--- src/rtl/id_exe_reg.sv ---
// rtl/id_exe_reg.sv - decode-to-execute pipeline register with freeze, flush and debug counters
//
// Purpose:
//   Captures decoded operands and control from the decode stage each cycle and
//   presents them to the execute stage (ALU, val2 generator, branch adder).
//   A flush replaces the slot with a bubble, a freeze holds it, and two
//   saturating counters record inserted bubbles and frozen cycles.
//
// Ports:
//   clk, rst                  core clock (rising edge), asynchronous active-low reset
//   freeze, flush             hazard stall hold / taken-branch bubble insert
//   valid_in, valid_out       slot holds a real instruction
//   *_in / *_out              decoded operands and control, one cycle latency
//   is_mem_cmd_out            mem_r_en_out | mem_w_en_out
//   bubble_cnt, stall_cnt     saturating event counters

module id_exe_reg #(
  parameter int WORD_WIDTH            = 32,
  parameter int SHIFTER_OPERAND_WIDTH = 12,
  parameter int REG_ADDR_WIDTH        = 4,
  parameter int EXE_CMD_WIDTH         = 4,
  parameter int CNT_WIDTH             = 16
) (
  input  logic                             clk,
  input  logic                             rst,
  input  logic                             freeze,
  input  logic                             flush,
  input  logic                             valid_in,
  input  logic [WORD_WIDTH-1:0]            pc_in,
  input  logic [WORD_WIDTH-1:0]            val_rn_in,
  input  logic [WORD_WIDTH-1:0]            val_rm_in,
  input  logic [SHIFTER_OPERAND_WIDTH-1:0] shift_operand_in,
  input  logic                             imm_in,
  input  logic [23:0]                      signed_imm24_in,
  input  logic [REG_ADDR_WIDTH-1:0]        dest_in,
  input  logic [REG_ADDR_WIDTH-1:0]        src1_in,
  input  logic [REG_ADDR_WIDTH-1:0]        src2_in,
  input  logic [EXE_CMD_WIDTH-1:0]         exe_cmd_in,
  input  logic                             mem_r_en_in,
  input  logic                             mem_w_en_in,
  input  logic                             wb_en_in,
  input  logic                             b_in,
  input  logic                             s_in,
  input  logic                             carry_in,
  output logic                             valid_out,
  output logic [WORD_WIDTH-1:0]            pc_out,
  output logic [WORD_WIDTH-1:0]            val_rn_out,
  output logic [WORD_WIDTH-1:0]            val_rm_out,
  output logic [SHIFTER_OPERAND_WIDTH-1:0] shift_operand_out,
  output logic                             imm_out,
  output logic [23:0]                      signed_imm24_out,
  output logic [REG_ADDR_WIDTH-1:0]        dest_out,
  output logic [REG_ADDR_WIDTH-1:0]        src1_out,
  output logic [REG_ADDR_WIDTH-1:0]        src2_out,
  output logic [EXE_CMD_WIDTH-1:0]         exe_cmd_out,
  output logic                             mem_r_en_out,
  output logic                             mem_w_en_out,
  output logic                             wb_en_out,
  output logic                             b_out,
  output logic                             s_out,
  output logic                             carry_out,
  output logic                             is_mem_cmd_out,
  output logic [CNT_WIDTH-1:0]             bubble_cnt,
  output logic [CNT_WIDTH-1:0]             stall_cnt
);

  localparam logic [CNT_WIDTH-1:0] CNT_ONE = {{(CNT_WIDTH-1){1'b0}}, 1'b1};

  // Flush takes priority over freeze so a squashed instruction can never be
  // held in the slot; a frozen bubble stays a bubble because nothing reloads.
  always_ff @(posedge clk or negedge rst) begin
    if (!rst) begin
      valid_out         <= 1'b0;
      pc_out            <= '0;
      val_rn_out        <= '0;
      val_rm_out        <= '0;
      shift_operand_out <= '0;
      imm_out           <= 1'b0;
      signed_imm24_out  <= '0;
      dest_out          <= '0;
      src1_out          <= '0;
      src2_out          <= '0;
      exe_cmd_out       <= '0;
      mem_r_en_out      <= 1'b0;
      mem_w_en_out      <= 1'b0;
      wb_en_out         <= 1'b0;
      b_out             <= 1'b0;
      s_out             <= 1'b0;
      carry_out         <= 1'b0;
      bubble_cnt        <= '0;
      stall_cnt         <= '0;
    end else if (flush) begin
      valid_out         <= 1'b0;
      pc_out            <= '0;
      val_rn_out        <= '0;
      val_rm_out        <= '0;
      shift_operand_out <= '0;
      imm_out           <= 1'b0;
      signed_imm24_out  <= '0;
      dest_out          <= '0;
      src1_out          <= '0;
      src2_out          <= '0;
      exe_cmd_out       <= '0;
      mem_r_en_out      <= 1'b0;
      mem_w_en_out      <= 1'b0;
      wb_en_out         <= 1'b0;
      b_out             <= 1'b0;
      s_out             <= 1'b0;
      carry_out         <= 1'b0;
      if (bubble_cnt != '1) begin
        bubble_cnt <= bubble_cnt + CNT_ONE;
      end
    end else if (freeze) begin
      if (stall_cnt != '1) begin
        stall_cnt <= stall_cnt + CNT_ONE;
      end
    end else begin
      // Control bits load unconditionally; decode zeroes them for invalid slots.
      valid_out         <= valid_in;
      pc_out            <= pc_in;
      val_rn_out        <= val_rn_in;
      val_rm_out        <= val_rm_in;
      shift_operand_out <= shift_operand_in;
      imm_out           <= imm_in;
      signed_imm24_out  <= signed_imm24_in;
      dest_out          <= dest_in;
      src1_out          <= src1_in;
      src2_out          <= src2_in;
      exe_cmd_out       <= exe_cmd_in;
      mem_r_en_out      <= mem_r_en_in;
      mem_w_en_out      <= mem_w_en_in;
      wb_en_out         <= wb_en_in;
      b_out             <= b_in;
      s_out             <= s_in;
      carry_out         <= carry_in;
    end
  end

  // Derived only from registered bits, so it is stable for the whole cycle.
  assign is_mem_cmd_out = mem_r_en_out | mem_w_en_out;

endmodule

--- config.mk ---
export PLATFORM = sky130hd
export DESIGN_NAME = id_exe_reg
export DESIGN_NICKNAME = d
export VERILOG_FILES = /design/src/rtl/id_exe_reg.sv
export SDC_FILE = /design/constraint.sdc
export NUM_CORES = 1
export LEC_CHECK = 0
export CAP_MARGIN = 20
export CORE_MARGIN = 3
export CORE_UTILIZATION = 35
export DETAILED_ROUTE_END_ITERATION = 10
export GPL_ROUTABILITY_DRIVEN = 0
export PLACE_DENSITY = 0.81
export SLEW_MARGIN = 20
export SYNTH_ARGS = -nofsm -noshare
export SYNTH_HDL_FRONTEND = slang
export SYNTH_SLANG_ARGS = --single-unit
--- constraint.sdc ---
create_clock -name clk -period 2.1 [get_ports clk]
set_input_delay 0.315 -clock clk [delete_from_list [all_inputs] [get_ports clk]]
set_output_delay 0.315 -clock clk [all_outputs]
set_load 0.05 [all_outputs]
==> reports/qor.txt, run 1 <==
Outcome = completed
Root Driver = clkbuf_16
Yosys top cell by area = dfrtp_1
Largest cells by area after synthesis = dfrtp_1, mux2i_1, nor2_1, xnor2_1, buf_2
Unrepaired setup endpoints after global routing = false
Avg Cell Area, Syn = 12.23 sq um
Non-filler cells, final = 1267
Core region area = 21420 sq um
Yosys cell types = 33
Nets = 1141
Post-synthesis cell area = 7779 sq um
Ys flop type = dfrtp_1
Util after Layout = 56.88%
Min Tclk post-route = 2054 ps
Share of the synthesized area in the top cell type = 60.48%
Worst Path Required = 1780 ps
Initial antenna violation count = 0
Slew Limit Headroom = 45.95%
Post-placement cell count = 1234
F_max = 0.4868 GHz
Worst Hold Class = in2reg
Global-route wire length before repair = 34160 um
Initial core utilization = 36.32%
CTS Buf Count = 17
Vias = 6000
Mapped Cells = 636
Simple-gate share of the synthesized area = 12.74%
Clock transition at path regs = 80 ps
Number of synthesized flops with an enable pin = 0
Largest net degree at the start of global routing = 88
Flops & latches, synth = 188
Sequential fraction of the synthesis area = 60.48%
Buf/Inv on CP = 1
Max-cap violations = 0
Actual slew at the worst max-slew pin = 810.7 ps
Num ports = 349
Vias in the first global route = 6344
Die W = 155.1 um
Multiplexer share of the synthesized area = 20.36%
Full die area = 24050 sq um
CTS Buffer Depth = 2
Syn nets = 798
ANT nets after route = 0
Xor and xnor area share after synthesis = 3.265%
# port buffers = 348
Fraction of the mapped netlist area in adder cells = 0.3217%
Layout area overhead = 56.64%
Iter 0 DRT Violations = 226
Peak supply drop = 464.5 uV
Pwr Density = 818.4 nW/um^2
Max-slew violations = 0
Routed len/inst = 17.02 um
Number of failing hold endpoints at the final stage = 0
Kind of critical path = reg2out
Worst endpoint data arrival time = 1740 ps
CP Max Fanout = 5
Skew final = 15.20 ps
Pre-antenna DRT Iters = 4
Startpoint Class = flip-flop
WL final = 21570 um
Overall routing resource usage = 17.73%
Top-count cell post-synth = dfrtp_1
Share of cells above drive strength 1 = 6.351%
Top delay family on crit path = buffers and inverters
Synthesis Warnings = 0
Setup TNS Final = 0 ps
Ant. Diodes = 0
Top cells by count, synth = dfrtp_1, nor2_1, mux2i_1
Fin crit share = 97.82%
Leakage power = 5.787 nW
CTS tree = yes
Synth Area in Compound Gates = 0.8203%
Nature of the critical path endpoint = output pin
Die Y = 155.1 um
Crit-path cells = clkdlybuf4s50_1
CP max stage delay = 880 ps
Async set or reset register ratio after synthesis = 100.0%
Setup violations, final = 0
Grt ovf = 0
Postcts setup bufs = 0
Site Rows = 53
Post-DP HPWL = 15850 um
Largest family of logic cells by synthesized area = multiplexers
Slowest stage cell, crit path = clkdlybuf4s50_1
# DRC = 0
Clk_lat worst skew = 420 ps
H-tree Lvls = 4
Vias/cell = 4.736
Clk sink count = 188
-- through the flow --
stage / area, sq um / worst slack [ps] / hold slack (ps) / total power, mW
CTS: 12160 / 6.622 / 216.3 / 10.12
global route: 12180 / 2.666 / 214.5 / 10.43
detailed placement: 11600 / 304.6 / 359.0 / 7.013
floorplan: 7779 / 173.6 / 19.41 / 5.814
finish: 12180 / 45.87 / 235.1 / 9.972
global placement: 11600 / 357.6 / 355.7 / 6.969
-- report_power, final --
| part | internal, mW | switching, mW | total [mW] |
|---|---|---|---|
| clock | 1.59 | 1.47 | 3.06 |
| combinational | 1.06 | 1.68 | 2.74 |
| sequential | 3.91 | 0.264 | 4.17 |
-- tightest hold or removal path: cells and delay by family --
kind	cells	cell delay, ps
buffers and inverters	1	160
AOI/OAI and AO/OA	1	80
xor gates and xnor gates	1	60
-- path summary, 6_finish.rpt --
path	startpoint	endpoint	slack [ps]	cells past startpoint
min in group asynchronous	rst	val_rm_out[17]	440	2
worst min register to register	stall_cnt[6]	stall_cnt[6]	510	1
worst min-delay path	flush	bubble_cnt[0]	240	3
worst max-delay path	stall_cnt[9]	stall_cnt[9]	50	1
worst max register to register	stall_cnt[0]	stall_cnt[1]	300	5
max in group asynchronous	rst	signed_imm24_out[8]	1030	3
-- final cells by class --
type	instances	area, sq um
sequential	188	4705
tap	275	344.1
fill	1782	9235
multi-input combinational	412	2918
clock inverter	12	107.6
clock buffer	20	446.7
timing repair buffer	360	3664
-- cell usage in the layout, fill, tap and decap left out, types with 2 or more instances in the layout --
cell,instances
nand3_1,13
clkbuf_1,2
clkdlybuf4s50_1,331
and3_1,3
nor2_1,167
xor2_1,9
xnor2_1,20
dfrtp_1,188
nand2_1,12
or2_2,2
mux2_2,2
dlygate4sd2_1,2
nor3_1,2
inv_8,4
ha_1,2
mux2i_1,156
inv_6,2
clkbuf_8,3
dlymetal6s2s_1,8
clkbuf_16,17
clkinvlp_4,6
buf_12,6
nand4_1,6
buf_4,10
nand4_2,2
-- layer usage --
layer | vias up | track usage (%) | wire [um]
met5 | - | 0 | 0
met4 | 0 | 5.257 | 399
met3 | 27 | 6.732 | 1984
met2 | 243 | 29.76 | 10510
met1 | 2909 | 21.26 | 8672
li1 | 2821 | - | -
-- sequential cells by signal, indices dropped and copies added (netlist names) --
register	flops
mem_w_en_out	1
dest_out	4
stall_cnt	16
bubble_cnt	16
s_out	1
valid_out	1
imm_out	1
val_rn_out	32
src1_out	4
exe_cmd_out	4
b_out	1
pc_out	32
wb_en_out	1
signed_imm24_out	24
carry_out	1
shift_operand_out	12
src2_out	4
val_rm_out	32
mem_r_en_out	1
-- kinds of logic (layout without fill, tap and decap cells) --
| kind of cell | after synthesis | after routing |
|---|---|---|
| adder cells (fa/ha/maj) | 2 | 2 |
| flip-flops | 188 | 188 |
| multiplexers | 158 | 158 |
| buffers and inverters | 36 | 392 |
| XOR/XNOR | 29 | 29 |
| AO/OA/AOI/OAI | 4 | 4 |
| AND/OR/NAND/NOR | 219 | 219 |
-- repair_timing --
action	in CTS	in global routing
setup endpoints to repair	2	8
endpoints found under the hold margin	55	0
hold buffers	1	0
gates resized for setup	2	8
gates cloned	0	0
(Power assumes the default switching activity.)
==> run 2: changes to the inputs <==
--- a/config.mk
+++ b/config.mk
@@ -7,10 +7,11 @@
 export LEC_CHECK = 0
 export CAP_MARGIN = 20
 export CORE_MARGIN = 3
-export CORE_UTILIZATION = 35
+export CORE_UTILIZATION = 30
 export DETAILED_ROUTE_END_ITERATION = 10
 export GPL_ROUTABILITY_DRIVEN = 0
-export PLACE_DENSITY = 0.81
+export PLACE_DENSITY = 0.73
+export SETUP_SLACK_MARGIN = 0.15
 export SLEW_MARGIN = 20
 export SYNTH_ARGS = -nofsm -noshare
 export SYNTH_HDL_FRONTEND = slang
==> reports/qor.txt, run 2 (synthesis results as in run 1) <==
Outcome = completed
Vias = 6026 (+0.43%)
Grt ovf = 0 (unchanged)
Layout area overhead = 59.61%
Seq pwr share = 41.7% (about the same)
ANT nets after route = 0 (unchanged)
Top flop regs = pc_out: 32 flops, val_rm_out: 32 flops, val_rn_out: 32 flops
Share of cells above drive strength 1 = 6.526% (+0.18 points)
Place WS = 279.2 ps (-25.39 ps)
Skew final = 7.672 ps (-7.530 ps)
F_max = 0.5229 GHz (+7.4%)
Final worst setup slack = 187.5 ps (+141.6 ps)
Dpl cell area = 11700 sq um (+0.83%)
Vias in the first global route = 6409 (+1.0%)
# DRC = 0 (unchanged)
Routed len/inst = 16.95 um (-0.45%)
Number of failing hold endpoints at the final stage = 0 (unchanged)
FF-to-FF path depth = 5 (unchanged)
Site Rows = 58 (+9.4%)
CTS tree = yes
Setup TNS Final = 0 ps (unchanged)
Actual slew at the worst max-slew pin = 558.8 ps (-251.9 ps)
Root Driver = clkbuf_16
Min Tclk post-route = 1913 ps (-141.6 ps)
WL final = 22470 um (+4.2%)
Pre-antenna DRT Iters = 5 (+1)
Setup violations, final = 0 (unchanged)
Slowest stage cell, crit path = clkdlybuf4s50_1
Post-DP HPWL = 16230 um (+2.4%)
Clock transition at path regs = 70 ps (about the same)
Unrepaired setup endpoints after global routing = false
Crit path depth = 1 (unchanged)
Max-slew violations = 0 (unchanged)
Gate power share = 26.5% (-1.0 points)
Initial core utilization = 30.71% (-5.6 points)
Kind of critical path = reg2out
CTS Buf Count = 17 (unchanged)
Grt met3 use = 6.480% (-0.25 points)
Fin crit share = 91.07% (-6.7 points)
Ant. Diodes = 0 (unchanged)
Clk_lat worst skew = 420 ps (about the same)
Full die area = 27900 sq um (+16%)
Worst endpoint data arrival time = 1600 ps (-140 ps)
Grt met1 use = 20.30% (-0.96 points)
Slew Limit Headroom = 62.69% (+17 points)
Clock Power Share = 31.8% (+1.1 points)
Num ports = 349 (unchanged)
Vias/cell = 4.544 (-4.0%)
Startpoint Class = flip-flop
Max-cap violations = 0 (unchanged)
Die Y = 167.0 um (+7.7%)
Iter 0 DRT Violations = 399 (+77%)
Top delay family on crit path = buffers and inverters
Leakage power = 7.152 nW (+24%)
Largest net degree at the start of global routing = 81 (-8.0%)
Overall routing resource usage = 16.10% (-1.6 points)
CP max stage delay = 830 ps (-50 ps)
Sw Share = 34.84% (+0.63 points)
Global-route wire length before repair = 36250 um (+6.1%)
Crit-path cells = clkdlybuf4s50_1
Clk sink count = 188 (unchanged)
Worst hold stages = 3 (unchanged)
Worst Path Required = 1780 ps (about the same)
Post-route cell area = 12420 sq um (+1.9%)
# port buffers = 348 (unchanged)
Met2 Usage GRT = 25.96% (-3.8 points)
Global route hottest layer = met2
Nature of the critical path endpoint = output pin
Worst Hold Class = in2reg
Initial antenna violation count = 0 (unchanged)
Nets = 1145 (+0.35%)
Core region area = 25330 sq um (+18%)
Die W = 167.0 um (+7.7%)
Postcts setup bufs = 0 (unchanged)
Most frequent cells in the layout = clkdlybuf4s50_1, dfrtp_1, nor2_1
CTS Buffer Depth = 2 (unchanged)
Net Switching = 3.477 mW (+1.9%)
Pwr Density = 803.9 nW/um^2 (-1.8%)
Int Power = 6.503 mW (-0.86%)
H-tree Lvls = 4 (unchanged)
Hold WS = 256.8 ps (+21.68 ps)
Buf/Inv on CP = 1 (unchanged)
CP Max Fanout = 2 (-3)
Commonest non-fill, non-tap cell in the layout = clkdlybuf4s50_1
Peak supply drop = 446.6 uV (-3.9%)
run 2: cell type report:
| class | instances | area [sq um] |
|---|---|---|
| Fill cell | 2344 | 12910 |
| Sequential cell | 188 | 4705 |
| Timing Repair Buffer | 364 | 3796 |
| Multi-Input combinational cell | 412 | 2929 |
| Clock buffer | 19 | 452.9 |
| Tap cell | 330 | 412.9 |
| Clock inverter | 13 | 120.1 |
run 2: power by group through the flow:
stage	Clock [mW]	Combinational, mW	Sequential [mW]
after floorplan	0	0.587	5.23
after global placement	0	2.76	4.22
after detailed placement	0	2.78	4.24
after CTS	3.30	2.68	4.17
after global routing	3.44	2.80	4.21
final	3.18	2.64	4.16
run 2: stage by stage:
stage          power [mW]  std cells  util (%)
5_1_grt             10.44       1326     49.02
6_report            9.981       1326     49.02
4_1_cts             10.15       1326     48.20
3_3_place_gp        6.976       1293     46.19
3_5_place_dp        7.015       1293     46.19
2_1_floorplan       5.814        636         -
run 2: per-layer routing:
| layer | vias up | share of wire (%) |
|---|---|---|
| li1 | 2835 | - |
| met1 | 2921 | 41 |
| met2 | 253 | 48 |
| met3 | 17 | 9.6 |
| met4 | 0 | 1.2 |
| met5 | - | 0 |
run 2: worst paths after layout:
kind	from	endpoint	slack [ps]
min	flush	bubble_cnt[0]	260
min reg2reg	bubble_cnt[15]	bubble_cnt[15]	520
min in group asynchronous	rst	signed_imm24_out[13]	440
max reg2reg	stall_cnt[0]	stall_cnt[1]	330
max in group asynchronous	rst	val_rm_out[23]	980
max	val_rm_out[7]	val_rm_out[7]	190
run 2: timing repair:
item	CTS	global route
hold endpoints to repair	48	0
hold buffers	1	0
endpoints found under the setup margin	60	80
gates resized for setup	60	80
